File: config.mk
export PLATFORM = sky130hd
export DESIGN_NAME = duty_ramp
export DESIGN_NICKNAME = d
export VERILOG_FILES = /design/src/rtl/duty_ramp.sv
export SDC_FILE = /design/constraint.sdc
export NUM_CORES = 1
export LEC_CHECK = 0
export ABC_AREA = 1
export BUFFER_PORTS_ARGS = -buffer_cell sky130_fd_sc_hd__buf_2
export CAP_MARGIN = 0
export CORE_ASPECT_RATIO = 1.1
export CORE_MARGIN = 1
export CORE_UTILIZATION = 56
export CTS_CLUSTER_SIZE = 12
export DETAILED_ROUTE_END_ITERATION = 7
export PLACE_DENSITY = 0.83
export SKIP_CTS_REPAIR_TIMING = 1
export SYNTH_ARGS = -nofsm -noshare
export SYNTH_HDL_FRONTEND = slang
export SYNTH_SLANG_ARGS = --single-unit
File: constraint.sdc
create_clock -name clk -period 2.5 [get_ports clk]
set_input_delay 0.5 -clock clk [delete_from_list [all_inputs] [get_ports clk]]
set_output_delay 0.5 -clock clk [all_outputs]
set_load 0.01 [all_outputs]
File: src/rtl/duty_ramp.sv
// duty_ramp: slew-rate limiter feeding the motor PWM duty_cycle input.
// Accepts target duty commands over valid/ready and walks the registered
// duty_cycle toward the latched target by STEP counts every STEP_CLKS clocks.
// estop forces duty to zero at once and refuses commands until released.
module duty_ramp #(
    parameter int CLOCK     = 50000000,
    parameter int WIDTH     = 8,
    parameter int STEP_CLKS = 50000,
    parameter int STEP      = 1
) (
    input  logic             clk,
    input  logic             clr,
    input  logic [WIDTH-1:0] target,
    input  logic             target_valid,
    output logic             target_ready,
    input  logic             estop,
    output logic [WIDTH-1:0] duty_cycle,
    output logic             at_target,
    output logic             busy
);

    localparam int CNT_W = (STEP_CLKS > 1) ? $clog2(STEP_CLKS) : 1;
    localparam logic [CNT_W-1:0] CNT_LAST = CNT_W'(STEP_CLKS - 1);
    localparam logic [CNT_W-1:0] CNT_ONE  = CNT_W'(1);
    localparam logic [WIDTH:0]   STEP_W   = (WIDTH + 1)'(STEP);

    typedef enum logic [1:0] {
        IDLE = 2'd0,
        RAMP = 2'd1,
        STOP = 2'd2
    } state_t;

    state_t           state_r, state_s;
    logic [WIDTH-1:0] duty_r, duty_s;
    logic [WIDTH-1:0] tgt_r, tgt_s;
    logic [CNT_W-1:0] cnt_r, cnt_s;
    logic             xfer_s;
    logic             tick_s;
    logic [WIDTH-1:0] stepped_s;

    // One step from cur toward goal, clamped at goal; the extra top bit keeps
    // the sums clear of wrap-around at either end of the range.
    function automatic logic [WIDTH-1:0] step_toward(input logic [WIDTH-1:0] cur,
                                                     input logic [WIDTH-1:0] goal);
        logic [WIDTH:0] cur_w;
        logic [WIDTH:0] goal_w;
        logic [WIDTH:0] up_w;
        cur_w = {1'b0, cur};
        goal_w = {1'b0, goal};
        up_w = cur_w + STEP_W;
        if (cur_w < goal_w) begin
            if (up_w >= goal_w) begin
                step_toward = goal;
            end else begin
                step_toward = up_w[WIDTH-1:0];
            end
        end else if (cur_w > goal_w) begin
            if (cur_w <= (goal_w + STEP_W)) begin
                step_toward = goal;
            end else begin
                step_toward = cur - STEP_W[WIDTH-1:0];
            end
        end else begin
            step_toward = cur;
        end
    endfunction

    // Output decode straight from registered state.
    assign target_ready = (state_r != STOP);
    assign busy         = (state_r == RAMP);
    assign at_target    = (duty_r == tgt_r) && (state_r != STOP);
    assign duty_cycle   = duty_r;

    assign xfer_s    = target_valid && (state_r != STOP);
    assign tick_s    = (cnt_r == CNT_LAST);
    assign stepped_s = step_toward(duty_r, tgt_r);

    // Next-state, next-duty, latched target and tick counter.
    always_comb begin
        state_s = state_r;
        duty_s  = duty_r;
        tgt_s   = tgt_r;
        cnt_s   = cnt_r;
        if (estop) begin
            state_s = STOP;
            duty_s  = {WIDTH{1'b0}};
            tgt_s   = {WIDTH{1'b0}};
            cnt_s   = {CNT_W{1'b0}};
        end else begin
            case (state_r)
                IDLE: begin
                    if (xfer_s) begin
                        tgt_s = target;
                        if (target != duty_r) begin
                            state_s = RAMP;
                            cnt_s   = {CNT_W{1'b0}};
                        end else begin
                            state_s = IDLE;
                        end
                    end else if (duty_r != tgt_r) begin
                        // A step that landed on the old target while a new one
                        // was being latched leaves us here with work to do.
                        state_s = RAMP;
                        cnt_s   = {CNT_W{1'b0}};
                    end else begin
                        state_s = IDLE;
                    end
                end
                RAMP: begin
                    if (xfer_s) begin
                        tgt_s = target;
                    end else begin
                        tgt_s = tgt_r;
                    end
                    if (tick_s) begin
                        cnt_s  = {CNT_W{1'b0}};
                        duty_s = stepped_s;
                        if (stepped_s == tgt_r) begin
                            state_s = IDLE;
                        end else begin
                            state_s = RAMP;
                        end
                    end else begin
                        cnt_s = cnt_r + CNT_ONE;
                    end
                end
                STOP: begin
                    state_s = IDLE;
                end
                default: begin
                    state_s = IDLE;
                    duty_s  = {WIDTH{1'b0}};
                    tgt_s   = {WIDTH{1'b0}};
                    cnt_s   = {CNT_W{1'b0}};
                end
            endcase
        end
    end

    // State registers with synchronous clear taking priority over everything.
    always_ff @(posedge clk) begin
        if (clr) begin
            state_r <= IDLE;
            duty_r  <= {WIDTH{1'b0}};
            tgt_r   <= {WIDTH{1'b0}};
            cnt_r   <= {CNT_W{1'b0}};
        end else begin
            state_r <= state_s;
            duty_r  <= duty_s;
            tgt_r   <= tgt_s;
            cnt_r   <= cnt_s;
        end
    end

endmodule
# ---- Word-level counts from Yosys, hierarchy flattened
# Cells that the tools add are included.
dict set report word_totals {
  register_bits 34
  inputBits 12
  output_inout_bits 11
  elab_cells 57
}
dict set report op_classes {
  n_addsub 4
  order_cmp 4
  n_eq_ne 13
  n_mux 20
  bitwise 2
  n_reduce_logical 9
}
# operator count
set op_table {}
lappend op_table {{16-bit 2-to-1 mux} 4}
lappend op_table {{8-bit 2-to-1 mux} 6}
lappend op_table {{16-bit case mux with 3 select lines} 1}
lappend op_table {{8-bit case mux with 2 select lines} 2}
lappend op_table {{8-bit by 1-bit adder with 9-bit output, second input constant} 2}
lappend op_table {{16-bit by 1-bit adder with 16-bit output, second input constant} 1}
lappend op_table {{16-bit equality test, second input constant} 1}
lappend op_table {{8-bit equality test} 2}
lappend op_table {{8-bit inequality test} 2}
lappend op_table {{9-bit by 8-bit greater-or-equal comparator with 1-bit output} 1}
lappend op_table {{8-bit by 9-bit less-or-equal comparator with 1-bit output} 1}
lappend op_table {{8-bit greater-than comparator} 1}
lappend op_table {{8-bit less-than comparator} 1}
lappend op_table {{8-bit by 1-bit subtractor with 8-bit output, second input constant} 1}
lappend op_table {{2-bit 2-to-1 mux} 3}
lappend op_table {{3-bit inequality test, second input constant} 2}
lappend op_table {{2-bit OR reduction} 3}
lappend op_table {{2-bit by 1-bit inequality test with 1-bit output, second input constant} 2}
lappend op_table {{2-bit case mux with 2 select lines} 1}
lappend op_table {{2-bit AND reduction} 2}
lappend op_table {{1-bit 2-to-1 mux} 3}
lappend op_table {{3-bit by 2-bit inequality test with 1-bit output, second input constant} 1}
lappend op_table {{3-bit AND reduction} 1}
lappend op_table {{2-bit by 1-bit equality test with 1-bit output, second input constant} 1}
lappend op_table {{5 further kinds} 7}

# ---- Depth between registers and ports, before layout
dict set report logic_depth {
  word_depth 10
  mapped_depth 23
  depth_no_buf 23
}

# ---- Worst setup path before layout
# Ideal clock, no wire load.
dict set report synth_path {
  path_type {register -> register}
  startpoint {register duty_r[1] (netlist: duty_cycle[1])}
  endpoint {register state_r[0]}
  setup_time_ns 0.120
  arrival_time_ns 2.619
  t_required_ns 2.380
  path_slack_ns -0.240
  stages_incl_launch_ff 22
  n_path_buf 0
  period_less_slack_ns 2.740
  cell_sequence {dfxtp_1 > ha_1 > nand2_2 > nor2_4 > nand2_1 > xor2_1 > ha_1 > a21o_1 > nand3_1 > nand2_1 > nor2_1 > nand3_2 > nand2_1 > nand3_2 > nand2_2 > nand2_1 > nand2_1 > nand2_1 > nor2_1 > nand2_1 > nand2_1 > a21oi_2}
}
dict set report synth_via {
  elab_chain_len 8
  word_cells_on_any_way 19
  classes_between {add/sub (2); order compare (4); eq/ne (3); mux (10)}
}
# element line_no
set synth_rtl {}
lappend synth_rtl {{start: declaration} 34} ;# logic [WIDTH-1:0] duty_r, duty_s;
lappend synth_rtl {{start signal: assignment} 144} ;# duty_r <= {WIDTH{1'b0}};
lappend synth_rtl {{start signal: assignment} 149} ;# duty_r <= duty_s;
lappend synth_rtl {{8-bit by 1-bit adder with 9-bit output (tied with other cells)} 50} ;# up_w = cur_w + STEP_W;
lappend synth_rtl {{9-bit by 8-bit greater-or-equal comparator with 1-bit output or 8-bit 2-to-1 mux (tied branches)} {52, 58}}
lappend synth_rtl {{8-bit 2-to-1 mux (on tied branches)} {52, 57}}
lappend synth_rtl {{8-bit 2-to-1 mux} 51} ;# if (cur_w < goal_w) begin
lappend synth_rtl {{8-bit equality test} 118} ;# if (stepped_s == tgt_r) begin
lappend synth_rtl {{1-bit 2-to-1 mux} 118}
lappend synth_rtl {{2-bit 2-to-1 mux} 115} ;# if (tick_s) begin
lappend synth_rtl {{2-bit case mux with 2 select lines *} 90} ;# case (state_r)
lappend synth_rtl {{end signal: assignment} 148} ;# state_r <= state_s;
lappend synth_rtl {{end: declaration} 33} ;# state_t state_r, state_s;
# Every way passes the cells marked *; elsewhere a longest branch is shown, timed or not. The select of a mux whose other input is x is not followed.
# A chain may end at the register's enable or synchronous reset.

# ---- Worst setup path after layout
dict set report layout_path {
  startpoint {register tgt_r[1]}
  endpoint {register state_r[0]}
}
dict set report layout_via {
  elab_chain_len 9
  word_cells_on_any_way 16
  classes_between {add/sub (1); order compare (4); eq/ne (2); mux (9)}
}
# element line_no
set layout_rtl {}
lappend layout_rtl {{start: declaration} 35} ;# logic [WIDTH-1:0] tgt_r, tgt_s;
lappend layout_rtl {{start signal: assignment} 145} ;# tgt_r <= {WIDTH{1'b0}};
lappend layout_rtl {{start signal: assignment} 150} ;# tgt_r <= tgt_s;
lappend layout_rtl {{8-bit by 1-bit adder with 9-bit output} 58} ;# if (cur_w <= (goal_w + STEP_W)) begin
lappend layout_rtl {{8-bit by 9-bit less-or-equal comparator with 1-bit output} 58}
lappend layout_rtl {{8-bit 2-to-1 mux} 58}
lappend layout_rtl {{8-bit 2-to-1 mux} 57} ;# end else if (cur_w > goal_w) begin
lappend layout_rtl {{8-bit 2-to-1 mux} 51}
lappend layout_rtl {{8-bit equality test} 118}
lappend layout_rtl {{1-bit 2-to-1 mux} 118}
lappend layout_rtl {{2-bit 2-to-1 mux} 115}
lappend layout_rtl {{2-bit case mux with 2 select lines *} 90}
# Marks and branches as above.

==> impl_metrics.json <==
{
  "synth-seq-cells": 34,
  "row_count": 28,
  "async_flop_share_pct": 0,
  "vias": 4105,
  "drt-pass1-iter-count": 5,
  "path_clk_slew_ns": 0.08,
  "drc": 0,
  "die_w_um": 74.5,
  "fin_crit_sh_pct": 112,
  "arrival_ns": 2.98,
  "fillers": 383,
  "internal_power_uw": 995,
  "fin_nets": 678,
  "slew_headroom_pct": 50.1,
  "synth_compound_area_share_pct": 12.7,
  "area_growth_pct": 40.9,
  "grt_pass1_wl_mm": 17.0,
  "seq_area_frac_synth_pct": 21.0,
  "tns_ns": -1.25,
  "synth.distinct_cells": 42,
  "status": "complete, but fails checks",
  "p_sw_uw": 548,
  "grt_pass1_vias": 3658,
  "cts-root-buf": "clkbuf_8",
  "synth_edf_count": 0,
  "syn-instance-count": 515,
  "synthFlopType": "dfxtp_1",
  "dpl_cell_area_um2": 4110,
  "postLayoutCoreUtil_pct": 83.4,
  "regArea_um2": 701,
  "tightestPinTransition_ns": 0.743,
  "synth_simple_gate_area_share_pct": 41.1,
  "die_h_um": 81.7,
  "maxSlewViolCount": 0,
  "viasPerCell": 5.75,
  "drtIter0Drc": 249,
  "layout_commonest_cell": "nand2_1",
  "overflow": 0,
  "drive_gt1_share_pct": 35.1,
  "num_io_pins": 23,
  "power.density_nw_per_um2": 339,
  "grt_max_degree": 20,
  "h-tree-depth": 2,
  "initial_core_util_pct": 59.2,
  "core_um2": 5470,
  "worstPathMaxFanout": 4,
  "path_class": "register to register",
  "final_hold_viol_count": 0,
  "start_kind": "register",
  "synth_top_family_by_area": "simple AND/OR/NAND/NOR gates",
  "multi_input_area_um2": 2530,
  "leakage_nw": 2.14,
  "ir_drop_mv": 0.348,
  "min_path_type": "input port to register",
  "violations": "setup timing",
  "sequentialPowerShare_pct": 35.7,
  "wl_per_cell_um": 16.7,
  "fin_area_um2": 4560,
  "synthAdderAreaFrac_pct": 10.8,
  "grt_usage_pct": 37.5,
  "drt-total-wl_mm": 11.9,
  "synth.avg_cell_area_um2": 6.28,
  "io_buffer_count": 22,
  "syn_nets": 555,
  "synthMuxAreaShare_pct": 0,
  "ant_nets": 0,
  "worst_slack_ns": -0.307,
  "cts.sink_count": 34,
  "clkPwrFrac_pct": 29.3,
  "critPathCaptureType": "register",
  "swShare_pct": 35.5,
  "clock_latency_ns": 0.30,
  "dieArea_um2": 6080,
  "cts_tree": "done",
  "antenna_found_initial": 0,
  "required_ns": 2.67,
  "routabilityCongestion": 0.955,
  "ys_warn_count": 0,
  "maxCapViolCount": 0,
  "total_power_mw": 1.54,
  "clock_tree.buffer_depth": 2,
  "period_minus_slack_ns": 2.81,
  "rsz0062_at_grt": "yes",
  "fin_worst_skew_ns": 0.00861,
  "cts_buffers": 5,
  "setup_viol": 11,
  "maxClockFrequency_ghz": 0.356,
  "p_comb_share_pct": 35.0,
  "post-place-cells": 696,
  "synth_xor_area_share_pct": 4.60,
  "n_antenna_cell": 0,
  "layoutNonFillerInstCount": 714,
  "final_cell_mix": "118 x nand2_1, 93 x buf_4, 63 x inv_1",
  "netlist_area_um2": 3230,
  "dpl.hpwl_mm": 8.57
}
[cell families (layout without fill, tap and decap cells)]
group / after synthesis / count (layout)
adders and majority gates: 28 / 28
buffers and inverters: 78 / 201
DFF: 34 / 34
and+or+nand+nor: 287 / 288
xor gates and xnor gates: 17 / 17
AOI/OAI and AO/OA: 71 / 71
[cell usage after synthesis, types with 2 or more instances]
cell / number / area share [%]
nor2_1: 45 / 5.2
xnor2_1: 4 / 1.1
a21oi_2: 2 / 0.54
o211ai_1: 2 / 0.46
or2_2: 4 / 0.77
nand3_2: 10 / 3.1
nor2_2: 2 / 0.39
nor3_1: 8 / 1.2
nand4_1: 6 / 1.2
nand2_4: 2 / 0.70
nand3_1: 61 / 9.4
nand2_1: 135 / 16
clkinv_1: 3 / 0.35
o21ai_1: 2 / 0.31
a21oi_1: 39 / 6.0
dfxtp_1: 34 / 21
o22ai_1: 5 / 0.97
inv_1: 65 / 7.5
xor2_1: 13 / 3.5
nand2_2: 7 / 1.4
inv_2: 4 / 0.46
o21ai_0: 12 / 1.9
nor2_4: 3 / 1.0
buf_6: 2 / 0.70
ha_1: 28 / 11
[per-stage QoR]
step,hold slack [ns],setup slack (ns)
after floorplan,0.414,-0.0316
after global placement,0.444,-0.439
after detailed placement,0.464,-0.482
after CTS,0.367,-0.489
after global routing,0.376,-0.513
final,0.366,-0.307
[sequential cells by signal, indices dropped and copies added, names as in the netlist]
signal,count
duty_cycle,8
state_r,2
cnt_r,16
tgt_r,8
[critical path: stages (launching register included)]
cell and delay, ns:
dfxtp_4 0.38, nand3_2 0.14, nor2_2 0.19, nand3_1 0.10, xor2_1 0.16, ha_1 0.32
nand3_2 0.10, a21oi_2 0.17, nand2_2 0.15, buf_4 0.19, nand3_1 0.09, nand3_2 0.08
nand2_2 0.08, nand3_1 0.08, nand2_1 0.07, nand2_1 0.08, nor2_1 0.11, nand2_1 0.06
nand2_1 0.07, a21oi_2 0.05
[metal layers]
layer / routed length (um) / vias to the layer above / GRT usage, % / share of wire (%)
met2: 5590 / 233 / 62.3 / 47
met5: 0 / - / 0 / 0
li1: - / 1938 / - / -
met3: 1050 / 63 / 5.15 / 8.8
met4: 639 / 0 / 20.2 / 5.4
met1: 4620 / 1871 / 46.6 / 39
[final cells by class]
| type | count | share of cell area (%) |
|---|---|---|
| sequential | 34 | 15.4 |
| inverter | 73 | 6.26 |
| clock buffer | 6 | 1.81 |
| timing repair buffer | 118 | 18.5 |
| clock inverter | 2 | 0.274 |
| multi-input combinational | 404 | 55.4 |
| tap | 75 | 2.06 |
| timing repair inverter | 2 | 0.329 |
[path summary, 6_finish.rpt]
path / startpoint / end / slack (ns) / cells after the start
setup / recovery: tgt_r[1] / state_r[0] / -0.31 / 19
hold / removal: clr / state_r[1] / 0.37 / 2
setup reg to reg: tgt_r[1] / state_r[0] / -0.31 / 19
hold reg to reg: cnt_r[6] / cnt_r[6] / 0.49 / 2
[power groups by stage]
stage	Clock, mW	Sequential [mW]	Combinational, mW
detailed placement	0	0.565	0.456
floorplan	0	0.565	0.249
CTS	0.451	0.552	0.459
global route	0.478	0.551	0.577
finish	0.452	0.551	0.540
global placement	0	0.565	0.447
(Power assumes the default switching activity.)
